==> src/rtl/ballot_collector_pkg.sv <==
// Shared types and constants for the ballot collector: frame header codes,
// FSM/class encodings, bus widths and a one-hot decode helper.
package vote_pkg;

   localparam int NP_W  = 32;
   localparam int VIP_W = 8;
   localparam int CNT_W = 8;

   localparam logic [7:0] HDR_NP_CODE   = 8'hA0;
   localparam logic [7:0] HDR_VIP_CODE  = 8'hB0;
   localparam logic [7:0] HDR_VVIP_CODE = 8'hC0;

   typedef enum logic [1:0] {
      ST_HDR  = 2'd0,
      ST_ID   = 2'd1,
      ST_EMIT = 2'd2
   } state_e;

   typedef enum logic [1:0] {
      CL_NP   = 2'd0,
      CL_VIP  = 2'd1,
      CL_VVIP = 2'd2
   } class_e;

   function automatic logic [NP_W-1:0] onehot32(input logic [4:0] idx);
      logic [NP_W-1:0] v;
      v      = {NP_W{1'b0}};
      v[idx] = 1'b1;
      return v;
   endfunction

endpackage

==> src/rtl/ballot_collector_if.sv <==
// Byte-serial valid/ready ballot link between a ballot source and the collector.
interface ballot_collector_if;

   logic       in_valid;
   logic [7:0] in_data;
   logic       in_ready;

   modport master (output in_valid, output in_data, input in_ready);
   modport slave  (input in_valid, input in_data, output in_ready);

endinterface

==> src/rtl/ballot_collector_sat_counter.sv <==
// Saturating event counter with synchronous clear; holds at all-ones instead of wrapping.
module sat_counter
   import vote_pkg::*;
#(
   parameter int W = CNT_W
) (
   input  logic         clk,
   input  logic         reset,
   input  logic         clr,
   input  logic         inc,
   output logic [W-1:0] count
);

   // Count register: clear wins over increment, increment stops at saturation
   always_ff @(posedge clk) begin
      if (!reset) begin
         count <= {W{1'b0}};
      end else if (clr) begin
         count <= {W{1'b0}};
      end else if (inc && (count != {W{1'b1}})) begin
         count <= count + {{(W-1){1'b0}}, 1'b1};
      end
   end

endmodule

==> src/rtl/ballot_collector.sv <==
// Ballot collector: validates header/ID frames, suppresses repeat voters per
// session and emits one-cycle one-hot pulses for the weighted vote tallier.
module ballot_collector
   import vote_pkg::*;
#(
   parameter int         TIMEOUT  = 16,
   parameter logic [7:0] HDR_NP   = HDR_NP_CODE,
   parameter logic [7:0] HDR_VIP  = HDR_VIP_CODE,
   parameter logic [7:0] HDR_VVIP = HDR_VVIP_CODE
) (
   input  logic               clk,
   input  logic               reset,
   input  logic               session_clr,
   ballot_collector_if.slave  link,
   output logic [NP_W-1:0]    np,
   output logic [VIP_W-1:0]   vip,
   output logic               vvip,
   output logic [CNT_W-1:0]   acc_cnt,
   output logic [CNT_W-1:0]   err_cnt,
   output logic [CNT_W-1:0]   dup_cnt
);

   localparam int TMO_W = (TIMEOUT > 1) ? $clog2(TIMEOUT) : 1;

   state_e             state_r;
   state_e             state_s;
   class_e             class_r;
   class_e             hdr_class_s;
   logic [TMO_W-1:0]   tmo_r;
   logic [NP_W-1:0]    np_seen_r;
   logic [VIP_W-1:0]   vip_seen_r;
   logic               vvip_seen_r;
   logic [NP_W-1:0]    np_mask_r;
   logic [VIP_W-1:0]   vip_mask_r;
   logic               vvip_mask_r;
   logic               hdr_ok_s;
   logic               id_ok_s;
   logic               id_seen_s;
   logic               xfer_s;
   logic               tmo_done_s;
   logic               in_ready_s;
   logic               acc_inc_s;
   logic               err_inc_s;
   logic               dup_inc_s;

   // A session restart blocks the link for its cycle, so no byte is consumed
   assign xfer_s     = link.in_valid && !session_clr && (state_r != ST_EMIT);
   assign tmo_done_s = (tmo_r == TMO_W'(TIMEOUT - 1));
   assign link.in_ready = in_ready_s;

   // Header classification and ID range / repeat lookup for the latched class
   always_comb begin
      hdr_ok_s    = 1'b1;
      hdr_class_s = CL_NP;
      id_ok_s     = 1'b0;
      id_seen_s   = 1'b0;
      case (link.in_data)
         HDR_NP:   hdr_class_s = CL_NP;
         HDR_VIP:  hdr_class_s = CL_VIP;
         HDR_VVIP: hdr_class_s = CL_VVIP;
         default:  hdr_ok_s    = 1'b0;
      endcase
      case (class_r)
         CL_NP: begin
            id_ok_s   = (link.in_data < 8'd32);
            id_seen_s = np_seen_r[link.in_data[4:0]];
         end
         CL_VIP: begin
            id_ok_s   = (link.in_data < 8'd8);
            id_seen_s = vip_seen_r[link.in_data[2:0]];
         end
         CL_VVIP: begin
            id_ok_s   = (link.in_data == 8'd0);
            id_seen_s = vvip_seen_r;
         end
         default: begin
            id_ok_s   = 1'b0;
            id_seen_s = 1'b0;
         end
      endcase
   end

   // FSM state register
   always_ff @(posedge clk) begin
      if (!reset) begin
         state_r <= ST_HDR;
      end else begin
         state_r <= state_s;
      end
   end

   // FSM next-state logic
   always_comb begin
      state_s = state_r;
      if (session_clr) begin
         state_s = ST_HDR;
      end else begin
         case (state_r)
            ST_HDR: begin
               if (xfer_s && hdr_ok_s) begin
                  state_s = ST_ID;
               end else begin
                  state_s = ST_HDR;
               end
            end
            ST_ID: begin
               if (xfer_s) begin
                  state_s = (id_ok_s && !id_seen_s) ? ST_EMIT : ST_HDR;
               end else if (tmo_done_s) begin
                  state_s = ST_HDR;
               end else begin
                  state_s = ST_ID;
               end
            end
            ST_EMIT: state_s = ST_HDR;
            default: state_s = ST_HDR;
         endcase
      end
   end

   // FSM outputs: link ready, tallier pulses and statistic events
   always_comb begin
      in_ready_s = 1'b0;
      np         = {NP_W{1'b0}};
      vip        = {VIP_W{1'b0}};
      vvip       = 1'b0;
      acc_inc_s  = 1'b0;
      err_inc_s  = 1'b0;
      dup_inc_s  = 1'b0;
      if (session_clr) begin
         in_ready_s = 1'b0;
      end else begin
         case (state_r)
            ST_HDR: begin
               in_ready_s = 1'b1;
               err_inc_s  = xfer_s && !hdr_ok_s;
            end
            ST_ID: begin
               in_ready_s = 1'b1;
               err_inc_s  = xfer_s ? !id_ok_s : tmo_done_s;
               dup_inc_s  = xfer_s && id_ok_s && id_seen_s;
            end
            ST_EMIT: begin
               np        = np_mask_r;
               vip       = vip_mask_r;
               vvip      = vvip_mask_r;
               acc_inc_s = 1'b1;
            end
            default: begin
               in_ready_s = 1'b0;
            end
         endcase
      end
   end

   // Frame context, ID-wait timer, pending pulse mask and per-class seen bitmaps
   always_ff @(posedge clk) begin
      if (!reset || session_clr) begin
         class_r     <= CL_NP;
         tmo_r       <= {TMO_W{1'b0}};
         np_seen_r   <= {NP_W{1'b0}};
         vip_seen_r  <= {VIP_W{1'b0}};
         vvip_seen_r <= 1'b0;
         np_mask_r   <= {NP_W{1'b0}};
         vip_mask_r  <= {VIP_W{1'b0}};
         vvip_mask_r <= 1'b0;
      end else begin
         case (state_r)
            ST_HDR: begin
               if (xfer_s && hdr_ok_s) begin
                  class_r <= hdr_class_s;
                  tmo_r   <= {TMO_W{1'b0}};
               end
            end
            ST_ID: begin
               if (xfer_s) begin
                  tmo_r <= {TMO_W{1'b0}};
                  if (id_ok_s && !id_seen_s) begin
                     np_mask_r   <= (class_r == CL_NP) ? onehot32(link.in_data[4:0])
                                                       : {NP_W{1'b0}};
                     vip_mask_r  <= (class_r == CL_VIP) ? VIP_W'(onehot32({2'b00, link.in_data[2:0]}))
                                                        : {VIP_W{1'b0}};
                     vvip_mask_r <= (class_r == CL_VVIP);
                  end
               end else if (tmo_done_s) begin
                  tmo_r <= {TMO_W{1'b0}};
               end else begin
                  tmo_r <= tmo_r + {{(TMO_W-1){1'b0}}, 1'b1};
               end
            end
            ST_EMIT: begin
               np_seen_r   <= np_seen_r | np_mask_r;
               vip_seen_r  <= vip_seen_r | vip_mask_r;
               vvip_seen_r <= vvip_seen_r | vvip_mask_r;
               np_mask_r   <= {NP_W{1'b0}};
               vip_mask_r  <= {VIP_W{1'b0}};
               vvip_mask_r <= 1'b0;
            end
            default: begin
               tmo_r <= {TMO_W{1'b0}};
            end
         endcase
      end
   end

   sat_counter #(.W(CNT_W)) u_acc_cnt (
      .clk   (clk),
      .reset (reset),
      .clr   (session_clr),
      .inc   (acc_inc_s),
      .count (acc_cnt)
   );

   sat_counter #(.W(CNT_W)) u_err_cnt (
      .clk   (clk),
      .reset (reset),
      .clr   (session_clr),
      .inc   (err_inc_s),
      .count (err_cnt)
   );

   sat_counter #(.W(CNT_W)) u_dup_cnt (
      .clk   (clk),
      .reset (reset),
      .clr   (session_clr),
      .inc   (dup_inc_s),
      .count (dup_cnt)
   );

endmodule
==> src/flat_wrapper.sv <==
// flat-port wrapper written by rule: the top's interface ports become plain ports
module ballot_collector_flat import vote_pkg::*;
#(
   parameter int         TIMEOUT  = 16,
   parameter logic [7:0] HDR_NP   = HDR_NP_CODE,
   parameter logic [7:0] HDR_VIP  = HDR_VIP_CODE,
   parameter logic [7:0] HDR_VVIP = HDR_VVIP_CODE
)
  (clk, reset, session_clr, np, vip, vvip, acc_cnt, err_cnt, dup_cnt, link_in_valid, link_in_data, link_in_ready);
  ballot_collector_if link_i ();
  input  logic clk;
  input  logic reset;
  input  logic session_clr;
  output logic [NP_W-1:0] np;
  output logic [VIP_W-1:0] vip;
  output logic vvip;
  output logic [CNT_W-1:0] acc_cnt;
  output logic [CNT_W-1:0] err_cnt;
  output logic [CNT_W-1:0] dup_cnt;
  input wire logic [$bits(link_i.in_valid)-1:0] link_in_valid;
  input wire logic [$bits(link_i.in_data)-1:0] link_in_data;
  output wire logic [$bits(link_i.in_ready)-1:0] link_in_ready;
  assign link_i.in_valid = link_in_valid;
  assign link_i.in_data = link_in_data;
  assign link_in_ready = link_i.in_ready;
  ballot_collector #(.TIMEOUT(TIMEOUT), .HDR_NP(HDR_NP), .HDR_VIP(HDR_VIP), .HDR_VVIP(HDR_VVIP)) u_core (.clk(clk), .reset(reset), .session_clr(session_clr), .link(link_i), .np(np), .vip(vip), .vvip(vvip), .acc_cnt(acc_cnt), .err_cnt(err_cnt), .dup_cnt(dup_cnt));
endmodule
==> config.mk <==
export PLATFORM = sky130hd
export DESIGN_NAME = ballot_collector_flat
export DESIGN_NICKNAME = d
export VERILOG_FILES = /design/src/rtl/ballot_collector_pkg.sv /design/src/rtl/ballot_collector_if.sv /design/src/rtl/ballot_collector_sat_counter.sv /design/src/rtl/ballot_collector.sv /design/src/flat_wrapper.sv
export SDC_FILE = /design/constraint.sdc
export NUM_CORES = 1
export LEC_CHECK = 0
export BUFFER_PORTS_ARGS = -buffer_cell sky130_fd_sc_hd__buf_4
export CELL_PAD_IN_SITES_DETAIL_PLACEMENT = 0
export CELL_PAD_IN_SITES_GLOBAL_PLACEMENT = 2
export CORE_UTILIZATION = 31
export CTS_CLUSTER_SIZE = 25
export DETAILED_ROUTE_END_ITERATION = 8
export HOLD_SLACK_MARGIN = 0.03
export PLACE_DENSITY = 0.77
export SLEW_MARGIN = 20
export SYNTH_ARGS = -nofsm -noshare
export SYNTH_HDL_FRONTEND = slang
export SYNTH_SLANG_ARGS = --single-unit
==> constraint.sdc <==
create_clock -name clk -period 2.79 [get_ports clk]
set_input_delay 0 -clock clk [delete_from_list [all_inputs] [get_ports clk]]
set_output_delay 0 -clock clk [all_outputs]
set_load 0.05 [all_outputs]
* Word-level counts from Yosys, hierarchy flattened
Index checks and enable logic that the tools add are counted.
Word-level totals: register bits 114, bits of input ports 12, output and inout port bits 66
Operators by class: $add $sub $neg 4, $lt $le $gt $ge 7, equality and inequality tests 15, muxes and demuxes 47, bitwise logic cells 5, reduce and logical (&&, ||, !) cells 28
Operator list (count):
- $mux W32 | 5
- $pmux W32 S2 | 1
- $mux W8 | 5
- $or A32 B32 Y32 | 1
- $add A8 B1 Y8 const B | 3
- $eq A8 B8 Y1 const B | 3
- $ne A8 B8 Y1 const B | 3
- $mux W1 | 19
- $pmux W8 S2 | 1
- $logic_and A1 B1 Y1 | 12
- $mux W4 | 3
- $pmux W4 S3 | 1
- $logic_not A8 Y1 | 1
- $lt A8 B4 Y1 const B | 1
- $lt A8 B6 Y1 const B | 1
- $or A8 B8 Y8 | 1
- $pmux W2 S2 | 2
- $lt A3 B6 Y1 const B | 1
- $lt A5 B6 Y1 const B | 1
- $ne A2 B1 Y1 const B | 3
- $pmux W1 S3 | 2
- $bmux W1 S5 | 1
- $demux W1 S5 | 1
- $ge A5 B1 Y1 const B | 1
- other kinds (21) | 33

* Depth between registers and ports, before layout
depth in word-level cells 8, gate-level depth with buffers 10, mapped depth without buffers 8

* By module
From an unflattened synthesis, not the netlist that was laid out.
Second synthesis, totals: cell total of the unflattened synthesis 580, area total of the unflattened synthesis 5313.8 um^2
Modules (own cells, without submodules):
- ballot_collector | instances 1, cells an instance 442, area an instance 4048.9 um^2, seq. area each 1801.7 um^2
- sat_counter | instances 3, cells an instance 46, area an instance 421.7 um^2, seq. area each 160.2 um^2

* Worst setup path after synthesis
No wires, ideal clock.
path kind register -> register, start point register u_core.state_r[0], end point register u_core.u_dup_cnt.count[6], library setup time 0.072 ns, arrival time 2.720 ns, setup slack -0.001 ns, stages on the path, launching flop included 11, path buffers 2, clock period less this slack 2.791 ns, cell sequence dfxtp_1 inv_1 ha_1 or3b_1 buf_2 or4_4 or4_1 buf_2 or3_1 o41ai_2 mux2i_1
Between the ends: word-level cells in the longest chain between the ends 7, elaborated cells between the ends (all ways) 8, those cells by class 2 x eq/ne; 2 x mux; 4 x reduce/logical
RTL lines:
- from (decl) | line ballot_collector.sv:25 | state_e state_r;
- from (signal assigned) | line ballot_collector.sv:88 | state_r <= state_s;
- $ne A2 B2 Y1 | line ballot_collector.sv:47 | assign xfer_s = link.in_valid && !session_clr && (state_r != ST_EMIT);
- $logic_and A1 B1 Y1 | line ballot_collector.sv:47
- $logic_and A1 B1 Y1 (2 in a row) | line ballot_collector.sv:141 | dup_inc_s = xfer_s && id_ok_s && id_seen_s;
- $mux W1 (*) | line ballot_collector.sv:133 | case (state_r)
- $mux W1 (*) | line ballot_collector.sv:130 | if (session_clr) begin
- $logic_and A1 B1 Y1 (*) | line ballot_collector_sat_counter.sv:20 | end else if (inc && (count != {W{1'b1}})) begin
- to (signal assigned) | line ballot_collector_sat_counter.sv:17 | count <= {W{1'b0}};
- to (signal assigned) | line ballot_collector_sat_counter.sv:19 | count <= {W{1'b0}};
- to (signal assigned) | line ballot_collector_sat_counter.sv:21 | count <= count + {{(W-1){1'b0}}, 1'b1};
- to (decl) | line ballot_collector_sat_counter.sv:11 | output logic [W-1:0] count
Every way passes the cells marked *; elsewhere a longest branch is shown, timed or not. A chain may end at the register's enable or synchronous reset.

* Worst setup path after layout
Same ends and word-level chain as after synthesis.

==> qor.yml <==
tightest_slew_ns: 0.819
gp_routability_congestion: 0.767
clk_latency_ns: 0.41
crit_end: "u_core.u_dup_cnt.count[6]"
r2r_start: "u_core.state_r[0]"
cap_viol_max_count: 0
dp_hpwl_microns: 9850
dieArea_sq_um: 18300
netlist_instances: 668
drive_gt1_frac: 0.189
clock_sinks: 114
r2r_end: "u_core.u_dup_cnt.count[6]"
fin_ws_ns: 0.0283
place_area_sq_um: 6340
antenna_found_initial: 0
drt_iter0_markers: 253
fp.dieH_microns: 135
netlist_area_sq_um: 5520
placed_cells_incl_taps: 944
ys_types: 49
critPathKind: "reg -> reg"
final_net_count: 768
path_common_cell: "or4_4"
required_ns: 3.13
reg2reg_depth: 8
avgSynthCellArea_sq_um: 8.26
regToRegSetupSlack_ns: 0.03
start_util: 0.318
cts_buffers: 17
io_buffers: 77
grt_overflow_total: 0
cp-startpoint: "u_core.state_r[0]"
track_usage: 0.169
cp_top_family: "simple AND/OR/NAND/NOR gates"
finalSetupViolCount: 0
slowest_delay_ns: 0.61
cp_num_cells: 8
relSlewSlack: 0.454
core-area_sq_um: 17400
area_delta_synth_final_pct: 28.4
layout_min_cycle_time_ns: 2.76
max_freq_mhz: 362
post-route-util: 0.408
drc: 0
max-vdd-ir-drop_v: 0.000389
power_leakage_nw: 2.90
fp.dieW_microns: 135
grt_pass1_vias: 4568
ys_seq_elements: 114
skew_ns: 0.00560
synth_nets: 687
synth_async_sr_flop_share: 0
grt_pass1_wl_microns: 24100
routedWlPerCell_microns: 15.2
hold_path.class: "in -> reg"
crit_slowest_cell: "or4_4"
ys.flop_type: "dfxtp_1"
drt_first_pass_iters: 4
clk_pin_slew_worst_paths_ns: 0.05
grt_start_max_net_pins: 60
cts_tree: "yes"
pin_count: 78
synth_edf_count: 0
rows: 48
path_max_fanout: 6
setup_tns_ns: 0
cts_root_buffer: "clkbuf_16"
crit_buf_inv: 1
routed_wl_microns: 15100
fin_cells: 988
rsz0062_at_grt: "yes"
num_vias: 4909
critPathCaptureType: "flop"
crit_chain: "inv_2, ha_4, or3b_4, or4_4, or4_4, or3_4, o41ai_4, mux2i_1"
hold_violations: 0
power_per_cell_area_nw_per_um2: 563
slew_violations: 0
crit_arrival_ns: 3.10
status: "complete, no violations"
detail-route-antenna-nets: 0
final.period_utilization: 0.990
synth_seq_area_share: 0.414
stdcell_area_sq_um: 7080
pre_cts_slack_ns: 0.110
vias_per_cell: 4.97
crit_path_start_kind: "flop"
ys_warn_count: 0
cts.path.max_buffers: 2
htreeDepth: 4
-- cell usage after synthesis (2+ instances only) --
master	instances	share of area
a21oi_1	58	0.053
a22oi_1	2	0.0027
and2_1	41	0.047
and2b_1	2	0.0027
and3_1	5	0.0057
buf_1	6	0.0041
buf_2	4	0.0036
buf_4	4	0.0054
clkbuf_1	27	0.018
dfxtp_1	114	0.41
ha_1	7	0.016
inv_1	10	0.0068
mux2i_1	71	0.13
nand2_1	107	0.073
nand2b_1	13	0.015
nand3_1	22	0.020
nand3b_1	2	0.0027
nand4_1	7	0.0079
nor2_1	71	0.048
nor2b_1	8	0.0091
nor3_1	10	0.0091
nor3b_1	5	0.0068
nor4_1	3	0.0034
o211ai_1	2	0.0027
o21a_1	4	0.0054
o21ai_0	12	0.011
o22ai_1	5	0.0057
o31ai_1	3	0.0041
o32ai_1	6	0.0095
or3_1	5	0.0057
or3b_1	2	0.0032
or3b_2	3	0.0048
or4_1	4	0.0054
xnor2_1	5	0.0079
xor2_1	4	0.0064
-- worst min-delay path by stage --
stage	endpoint	start	depth (start not counted)	slack, ns
after detailed placement	u_core.class_r[1]	link_in_data[5]	3	0.35
after CTS	u_core.class_r[0]	link_in_data[6]	4	0.04
final	u_core.class_r[0]	link_in_data[6]	4	0.05
after floorplan	link_in_ready	session_clr	1	0.18
after global placement	u_core.class_r[1]	link_in_data[5]	3	0.34
after global routing	u_core.class_r[0]	link_in_data[6]	4	0.06
-- routing by layer --
layer | GRT usage | routed length, microns | vias up
met5 | 0 | 0 | -
met1 | 0.233 | 7380 | 2354
met2 | 0.267 | 6930 | 91
li1 | - | - | 2450
met4 | 0.0506 | 161 | 0
met3 | 0.0318 | 586 | 14
-- report_power, final --
part	internal, mW	total [mW]	switching, mW
clock	1.44	2.18	0.745
sequential	1.63	1.63	0.000519
combinational	0.0558	0.170	0.114
-- state kept, by name (all words and copies together), names as in the netlist, 4 cells and up --
register,count
u_core.u_acc_cnt.count,8
u_core.u_dup_cnt.count,8
u_core.vip_mask_r,8
u_core.u_err_cnt.count,8
u_core.np_seen_r,32
u_core.tmo_r,4
u_core.np_mask_r,32
u_core.vip_seen_r,8
-- tightest hold or removal path, delay by kind of cell --
| family | cells | cell delay, ns |
|---|---|---|
| AOI/OAI and AO/OA | 2 | 0.21 |
| xor gates and xnor gates | 1 | 0.06 |
| buffers and inverters | 1 | 0.13 |
-- per-stage QoR --
stage	hold slack [ns]	power [mW]
global route	0.0614	4.10
global placement	0.336	1.83
CTS	0.0356	4.02
detailed placement	0.350	1.83
finish	0.0467	3.98
floorplan	0.176	1.76
-- layout make-up --
type / instances / area, sq um
diodes: 1 / 2.50
clock buffers: 21 / 460
clock inverters: 11 / 135
fillers: 1770 / 10300
inverters: 10 / 37.5
multi-input cells: 503 / 3070
flip-flops and latches: 114 / 2280
well taps: 225 / 282
repair buffers: 103 / 813
-- cells in the final DEF (no fill, tap or decap), types with 3 or more instances in the layout --
| master | Yosys | final |
|---|---|---|
| bufinv_16 | 0 | 3 |
| nor3_1 | 10 | 10 |
| o31ai_1 | 3 | 3 |
| nand2b_1 | 13 | 12 |
| a21oi_1 | 58 | 58 |
| and3_1 | 5 | 5 |
| nand3_1 | 22 | 22 |
| mux2i_1 | 71 | 71 |
| or4_1 | 4 | 3 |
| and2_1 | 41 | 41 |
| clkinv_2 | 0 | 6 |
| or3b_2 | 3 | 3 |
| nor4_1 | 3 | 3 |
| dlygate4sd3_1 | 0 | 6 |
| nand2_1 | 107 | 107 |
| nor2_1 | 71 | 71 |
| dfxtp_1 | 114 | 113 |
| inv_1 | 10 | 9 |
| nand4_1 | 7 | 7 |
| o32ai_1 | 6 | 5 |
| xnor2_1 | 5 | 5 |
| or3_1 | 5 | 4 |
| xor2_1 | 4 | 4 |
| nor2b_1 | 8 | 8 |
| clkbuf_16 | 0 | 17 |
| nor3b_1 | 5 | 5 |
| buf_4 | 4 | 95 |
| o22ai_1 | 5 | 5 |
| o21a_1 | 4 | 4 |
| o21ai_0 | 12 | 12 |
| ha_1 | 7 | 6 |
-- kinds of logic (layout without fill, tap and decap cells) --
group                    count (synthesis)  after routing  share of synthesized area
other                                    0              1                          0
adder cells (fa/ha/maj)                  7              7                     0.0159
XOR/XNOR                                 9              9                     0.0143
buffers and inverters                   51            145                     0.0383
AO/OA/AOI/OAI                          103            103                      0.114
AND/OR/NAND/NOR                        312            312                      0.273
flip-flops                             114            114                      0.414
multiplexers                            72             72                      0.131
-- timing repair --
| item | in CTS | in global routing |
|---|---|---|
| hold buffers | 6 | 0 |
| setup endpoints to repair | 0 | 1 |
| buffers inserted | 0 | 5 |
| gates resized for setup | 0 | 7 |
| endpoints found under the hold margin | 5 | 0 |
Note: power is estimated with default switching activity, not from simulation.
